## config.mk

```make
export PLATFORM = sky130hd
export DESIGN_NAME = ifu
export DESIGN_NICKNAME = d
export VERILOG_FILES = /design/src/rtl/npc_pkg.sv /design/src/rtl/ifu.sv
export SDC_FILE = /design/constraint.sdc
export NUM_CORES = 1
export LEC_CHECK = 0
export CORE_ASPECT_RATIO = 0.8
export CORE_MARGIN = 4
export CORE_UTILIZATION = 37
export CTS_CLUSTER_SIZE = 30
export DETAILED_ROUTE_END_ITERATION = 6
export PLACE_DENSITY = 0.82
export SYNTH_ARGS = -nofsm -noshare
export SYNTH_HDL_FRONTEND = slang
export SYNTH_SLANG_ARGS = --single-unit
```

## constraint.sdc

```tcl
create_clock -name clk -period 1.82 [get_ports clk]
set_input_delay 0.546 -clock clk [delete_from_list [all_inputs] [get_ports clk]]
set_output_delay 0.546 -clock clk [all_outputs]
set_load 0.05 [all_outputs]
```

## src/rtl/npc_pkg.sv

```systemverilog
// npc_pkg - definitions shared between the fetch unit and the next-PC logic.
//
// Contents:
//   RESET_PC_DEFAULT - PC loaded at reset unless a parent overrides it
//   ifu_state_e      - fetch FSM states
//   pc_is_aligned    - true when a PC is on a 4-byte boundary

package npc_pkg;

  localparam logic [31:0] RESET_PC_DEFAULT = 32'h8000_0000;

  // The state ordering is also the natural order of one fetch-execute
  // round trip; IDLE is only visited once, straight out of reset.
  typedef enum logic [2:0] {
    ST_IDLE = 3'd0,
    ST_REQ  = 3'd1,
    ST_WAIT = 3'd2,
    ST_OUT  = 3'd3,
    ST_EXEC = 3'd4
  } ifu_state_e;

  function automatic logic pc_is_aligned(input logic [31:0] addr);
    return (addr[1:0] == 2'b00);
  endfunction

endpackage : npc_pkg

```

## src/rtl/ifu.sv

```systemverilog
// ifu - instruction fetch unit.
//
// Runs one instruction at a time through a simple loop. It requests the
// word at pc, waits for the memory response, hands the instruction to
// decode, then waits for the commit of that instruction. The commit
// supplies the next pc. Only one fetch is ever outstanding. A misaligned
// pc never reaches memory. Instead it produces a faulting bubble (inst=0,
// inst_fault=1) on the decode channel.
//
// Every output is either a flop or the pc register itself, so there is no
// combinational path from any input to any output.
//
// Ports:
//   clk, rst_n                     clock and asynchronous active-low reset
//   pc                             current PC, feeds external next-PC logic
//   next_pc, commit_valid          next PC, sampled on a commit in EXEC
//   imem_req_valid/ready/addr      fetch request channel
//   imem_rsp_valid/ready/data/err  fetch response channel
//   inst_valid/ready, inst,
//   inst_pc, inst_fault            instruction channel to decode

module ifu
  import npc_pkg::*;
#(
  parameter logic [31:0] RESET_PC = RESET_PC_DEFAULT
) (
  input  logic        clk,
  input  logic        rst_n,

  output logic [31:0] pc,
  input  logic [31:0] next_pc,
  input  logic        commit_valid,

  output logic        imem_req_valid,
  input  logic        imem_req_ready,
  output logic [31:0] imem_req_addr,

  input  logic        imem_rsp_valid,
  output logic        imem_rsp_ready,
  input  logic [31:0] imem_rsp_data,
  input  logic        imem_rsp_err,

  output logic        inst_valid,
  input  logic        inst_ready,
  output logic [31:0] inst,
  output logic [31:0] inst_pc,
  output logic        inst_fault
);

  ifu_state_e  state_q, state_d;
  logic [31:0] pc_q, pc_d;
  logic [31:0] inst_q, inst_d;
  logic [31:0] inst_pc_q, inst_pc_d;
  logic        inst_fault_q, inst_fault_d;
  logic        inst_valid_q, inst_valid_d;
  logic        req_valid_q, req_valid_d;
  logic        rsp_ready_q, rsp_ready_d;

  // Next-state and datapath logic for one fetch-execute round trip.
  //
  // The handshake flags are registered. Their next values are decoded from
  // the next state, so each flag is already correct in the first cycle of
  // its state. A commit in cycle N therefore shows imem_req_valid in N+1.
  always_comb begin
    state_d      = state_q;
    pc_d         = pc_q;
    inst_d       = inst_q;
    inst_pc_d    = inst_pc_q;
    inst_fault_d = inst_fault_q;

    unique case (state_q)
      ST_IDLE: begin
        state_d = ST_REQ;
      end

      ST_REQ: begin
        // A misaligned pc skips memory entirely and reports a fault.
        if (!pc_is_aligned(pc_q)) begin
          inst_d       = 32'h0;
          inst_pc_d    = pc_q;
          inst_fault_d = 1'b1;
          state_d      = ST_OUT;
        end else if (req_valid_q && imem_req_ready) begin
          state_d = ST_WAIT;
        end
      end

      ST_WAIT: begin
        if (rsp_ready_q && imem_rsp_valid) begin
          inst_d       = imem_rsp_data;
          inst_pc_d    = pc_q;
          inst_fault_d = imem_rsp_err;
          state_d      = ST_OUT;
        end
      end

      ST_OUT: begin
        if (inst_valid_q && inst_ready) begin
          state_d = ST_EXEC;
        end
      end

      ST_EXEC: begin
        // This is the only place pc changes. Commits seen in any other
        // state are dropped.
        if (commit_valid) begin
          pc_d    = next_pc;
          state_d = ST_REQ;
        end
      end

      default: begin
        state_d = ST_IDLE;
      end
    endcase

    req_valid_d  = (state_d == ST_REQ) && pc_is_aligned(pc_d);
    rsp_ready_d  = (state_d == ST_WAIT);
    inst_valid_d = (state_d == ST_OUT);
  end

  // State register. An asynchronous reset drops any outstanding fetch.
  // A late response is then ignored, because rsp_ready stays low until a
  // new request has been accepted.
  always_ff @(posedge clk or negedge rst_n) begin
    if (!rst_n) begin
      state_q      <= ST_IDLE;
      pc_q         <= RESET_PC;
      inst_q       <= 32'h0;
      inst_pc_q    <= 32'h0;
      inst_fault_q <= 1'b0;
      inst_valid_q <= 1'b0;
      req_valid_q  <= 1'b0;
      rsp_ready_q  <= 1'b0;
    end else begin
      state_q      <= state_d;
      pc_q         <= pc_d;
      inst_q       <= inst_d;
      inst_pc_q    <= inst_pc_d;
      inst_fault_q <= inst_fault_d;
      inst_valid_q <= inst_valid_d;
      req_valid_q  <= req_valid_d;
      rsp_ready_q  <= rsp_ready_d;
    end
  end

  // The request address is the whole pc register, with no masking. It is
  // stable while a request is pending because pc only moves in EXEC.
  assign pc             = pc_q;
  assign imem_req_addr  = pc_q;
  assign imem_req_valid = req_valid_q;
  assign imem_rsp_ready = rsp_ready_q;
  assign inst_valid     = inst_valid_q;
  assign inst           = inst_q;
  assign inst_pc        = inst_pc_q;
  assign inst_fault     = inst_fault_q;

endmodule : ifu

```

# After elaboration in Yosys (flattened, before gate mapping)
# Cells that the tools add are included.
# Widths: inputs -> output; s select.
dict set report totals {
  in_bits 71
  wordCells 45
  regBits 103
  out_inout_bits 132
}
dict set report classes {
  eq_ne 9
  n_reduce_logical 10
  muxes 17
}
# op n
set ops {}
lappend ops {{$mux 32} 4}
lappend ops {{$pmux 32 s2} 2}
lappend ops {{$mux 3} 5}
lappend ops {{$pmux 3 s5} 1}
lappend ops {{$eq 3x2->1 const B} 4}
lappend ops {{$eq 3x1->1 const B} 2}
lappend ops {{$logic_and 1x1->1} 4}
lappend ops {{$logic_not 2->1} 2}
lappend ops {{$mux 2} 2}
lappend ops {{$ne 2x2->1 const B} 2}
lappend ops {{$eq 3x3->1 const B} 1}
lappend ops {{$logic_not 3->1} 1}
lappend ops {{$reduce_and 3->1} 1}
lappend ops {{$mux 1} 2}
lappend ops {{$pmux 1 s2} 1}
lappend ops {{$reduce_and 2->1} 1}
lappend ops {{$reduce_bool 2->1} 1}

# Logic depth before layout (Yosys ltp)
dict set report logic_depth {
  ltp_word 6
  mapped_depth 6
  mapped_depth_nobuf 4
}

# Worst setup path before layout
# No wires, ideal clock.
dict set report synth_path {
  path_type {register to register}
  start {register rsp_ready_q (netlist: imem_rsp_ready)}
  end {register inst_pc_q[23] (netlist: inst_pc[23])}
  slack_ns -0.124
  path_stages_with_launch 7
  t_required_ns 1.692
  setup_ns 0.128
  arrival_time_ns 1.817
  path_buffers 2
  cell_sequence {dfrtp_1 -> nand2_1 -> or3_1 -> a21oi_2 -> buf_6 -> buf_6 -> mux2_1}
}
dict set report synth_between {
  elab_chain_cells 3
}
# item line
set synth_rtl {}
lappend synth_rtl {{from (decl)} ifu.sv:57} ;# logic rsp_ready_q, rsp_ready_d;
lappend synth_rtl {{from (signal assigned)} ifu.sv:143} ;# rsp_ready_q <= rsp_ready_d;
lappend synth_rtl {{$logic_and 1x1->1} ifu.sv:89} ;# if (rsp_ready_q && imem_rsp_valid) begin
lappend synth_rtl {{$ne 2x2->1 (no source line)} --}
lappend synth_rtl {{$reduce_and 3->1 (no source line)} --}
lappend synth_rtl {{to (signal assigned)} ifu.sv:139} ;# inst_pc_q <= inst_pc_d;
lappend synth_rtl {{to (decl)} ifu.sv:53} ;# logic [31:0] inst_pc_q, inst_pc_d;
# No other way between the ends.
# A chain may end at the register's enable or synchronous reset.

# Worst setup path in the final report
dict set report layout_path {
  start {register state_q[1]}
  end {register req_valid_q (netlist: imem_req_valid)}
}
dict set report layout_between {
  elab_cells_between_ends 15
}
# item line
set layout_rtl {}
lappend layout_rtl {{from (decl)} ifu.sv:50} ;# ifu_state_e state_q, state_d;
lappend layout_rtl {{from (signal assigned)} ifu.sv:136} ;# state_q <= state_d;
lappend layout_rtl {{$eq 3x3->1} ifu.sv:71} ;# unique case (state_q)
lappend layout_rtl {{$mux 2} ifu.sv:71}
lappend layout_rtl {{named net pc_d[1]} ifu.sv:51} ;# logic [31:0] pc_q, pc_d;
lappend layout_rtl {{$logic_not 2->1} npc_pkg.sv:23} ;# return (addr[1:0] == 2'b00);
lappend layout_rtl {{$logic_and 1x1->1} ifu.sv:117} ;# req_valid_d = (state_d == ST_REQ) && pc_is_aligned(pc_d);
lappend layout_rtl {{named net req_valid_d} ifu.sv:56} ;# logic req_valid_q, req_valid_d;
lappend layout_rtl {{to (signal assigned)} ifu.sv:142} ;# req_valid_q <= req_valid_d;
lappend layout_rtl {{to (decl)} ifu.sv:56}
# The timed path passes the listed nets, and every way through them passes these cells.

==> flow_summary.toml <==
[timing]
period_minus_slack_ns = 1.779
max_clock_skew_ns = 0.005428
slew_violations = 0
timing.final.hold_violations = 0
timing.final.setup_violations = 0
postLayoutSetupSlackWorst_ns = 0.04112
slew_headroom_pct = 74.01
max_clock_freq_mhz = 562.2
timing.final.crit_share_pct = 97.74
slew_at_the_pin_closest_to_its_max_slew_limit_ns = 0.3877

[setup_path]
worst_setup_path_end_kind = "flip-flop"
critical_path.cell_chain = "buf_4 -> buf_4 -> nor2_2 -> and3_4 -> mux2_2 -> nor4b_4"
worst_r2r_path_depth = 6
worst-path-max-fanout = 6
crit-reg2reg-launch = "state_q[1]$_DFF_PN0_"
critPathMaxStageDelay_ns = 0.40
startpoint_type = "flip-flop"
ff2ff_setup_slack_ns = 0.04
dominant_delay_contributor_by_cell_family_on_the_critical_path = "simple AND/OR/NAND/NOR gates"
critical_path.startpoint = "state_q[1]$_DFF_PN0_"
timing_worst_setup_path_type = "flip-flop to flip-flop"
worst_ep_required_time_ns = 2.06
crit-reg2reg-capture = "imem_req_valid$_DFF_PN0_"
critical-path-slowest-cell = "dfrtp_1"
timing.critical_path.buf_inv = 2
critPathMostFrequentCell = "buf_4"
timing.critical_path.arrival_ns = 2.02

[synth]
post_synth_num_cell_types = 30
postSynthCellCount = 335
ys_warn_count = 0
library_cell_occupying_the_most_area_in_the_post_synthesis_netlist = "dfrtp_1"
synth_area_leaders = "dfrtp_1 58%, mux2_2 12%, mux2i_1 7.3%"
synth_seq_area_share_pct = 58.87
synth_area_sq_um = 4380
synth_fp_nets = 406
postSynthAreaPerCell_sq_um = 13.08
synthDominantCellAreaShare_pct = 58.27
yosys_register_bits = 103

[layout]
commonest_non_fill_non_tap_cells_in_the_layout = "101 x dfrtp_1, 87 x buf_4, 74 x buf_12"
design.final.nets = 607
antennaDiodeCount = 0
area_growth_syn_to_layout_pct = 72.78
layoutNonFillerInstCount = 688
drive_above_1_share_pct = 45.74
layout.cells.most_common = "dfrtp_1"

[route]
drt_drc_violations_left = 0
drt-wirelength-per-cell_um = 17.19
total_number_of_vias = 3219
drt_first_iter_violations = 98
drtAntennaViolNets = 0
vias_per_cell = 4.679
drt-total-wl_mm = 11.82
drt_first_pass_iters = 4

[outcome]
status = "completed"

[global_route]
via_count_of_the_first_global_routing_pass = 3553
global_route.overflow_total = 0
grt_start_max_net_pins = 55
grt_antenna_before_repair = 0
global_route.usage.total_pct = 17.39
first_pass_grt_wire_length_mm = 18.72

[clock_network]
clock_insertion_delay_worst_skew_ns = 0.33
cts_buffers = 9
cts_tree = "done"
worst_setup_hold_path_clk_slew_ns = 0.07
cts_buffer_depth = 2
root_buffer = "clkbuf_16"
tritoncts_num_sinks = 103
cts-htree-levels = 3

[die]
floorplan.initialDensity_pct = 37.89
design.core.area_sq_um = 11560
die_w_um = 129.7
dieArea_sq_um = 13650
die_span_in_y_um = 105.3
num_rows = 35
floorplan.io_pins = 203

[flow_run]
cap_violations = 0

[worst_hold_path]
worstHoldPathType = "input pin to async pin"

[placement]
finalWeightedCongestion = 0.8072
place.detailed.hpwl_mm = 8.817
place.port_buffers = 202
place.detailed.instances = 659
dpl_worst_slack_ns = -0.5657
[metal layers]
| metal | share of wire, % | routed length, um | GRT usage, % |
|---|---|---|---|
| met2 | 51 | 5976 | 29.91 |
| met5 | 0 | 0 | 0 |
| met4 | 0.79 | 94 | 3.561 |
| met1 | 41 | 4840 | 21.44 |
| met3 | 7.7 | 913 | 5.572 |
[logic make-up (layout without fill, tap and decap cells)]
family,Yosys count,count (layout),share of synthesized area (%)
muxes,97,97,24.02
AOI/OAI and AO/OA,7,7,1.343
buffers and inverters,80,285,10.80
DFF,103,103,58.87
and+or+nand+nor,48,48,4.970
[sequential cells by signal (all words and copies together), names as in the netlist]
name and count:
imem_req_addr 32, imem_req_valid 1, imem_rsp_ready 1, inst 32, inst_fault 1, inst_pc 32, inst_valid 1, state_q 3
[cell type report]
class                   count  area (sq um)
clock inverters             5         58.81
flip-flops and latches    103          2580
repair buffers            236          2948
well taps                 148         185.2
fillers                   839          3993
multi-input cells         152          1430
clock buffers              10         239.0
inverters                  34         127.6
[worst max path at each step]
stage / to / slack (ns) / cells after the start
floorplan: inst_pc[23]$_DFFE_PN0P_ / 0.009 / 6
global placement: inst_pc[31]$_DFFE_PN0P_ / -0.54 / 6
detailed placement: inst_pc[17]$_DFFE_PN0P_ / -0.57 / 6
CTS: inst_pc[3]$_DFFE_PN0P_ / -0.03 / 8
global route: imem_req_valid$_DFF_PN0_ / -0.02 / 6
finish: imem_req_valid$_DFF_PN0_ / 0.04 / 6
[stage by stage]
step	TNS, ns	util (%)	cell area [sq um]	hold WS (ns)
2_1_floorplan	0	-	4382	0.2504
3_3_place_gp	-35.41	60.34	6975	0.4703
3_5_place_dp	-38.76	60.34	6975	0.4769
4_1_cts	-0.2808	65.68	7594	0.2071
5_1_grt	-0.03203	65.47	7569	0.2161
6_report	0	65.47	7569	0.2005
[synth_stat cells (all sizes together)]
| cell type | number |
|---|---|
| dfstp | 1 |
| inv | 34 |
| a2111oi | 1 |
| clkbuf | 4 |
| nor2 | 2 |
| nor3 | 1 |
| mux2i | 32 |
| or3 | 1 |
| nand2 | 34 |
| nand3 | 1 |
| o211ai | 1 |
| and3 | 2 |
| nand3b | 1 |
| mux2 | 65 |
| o22a | 1 |
| dfrtp | 102 |
| a21oi | 1 |
| nor4b | 1 |
| o21ai | 1 |
| nor4 | 1 |
| buf | 42 |
| and2 | 1 |
| nand2b | 2 |
| o32ai | 1 |
| nor2b | 1 |
| a2111o | 1 |
[what timing repair did]
item                                    4_1_cts  5_1_grt
hold buffers                                  0        0
cloned                                        4        0
setup buffers                                11        1
gates resized for setup                      29        8
pin swaps                                     3        2
endpoints found under the setup margin       57       88
Power is not shown: default switching activity piles up to over one toggle a cycle in this logic, so the estimate is an artifact.
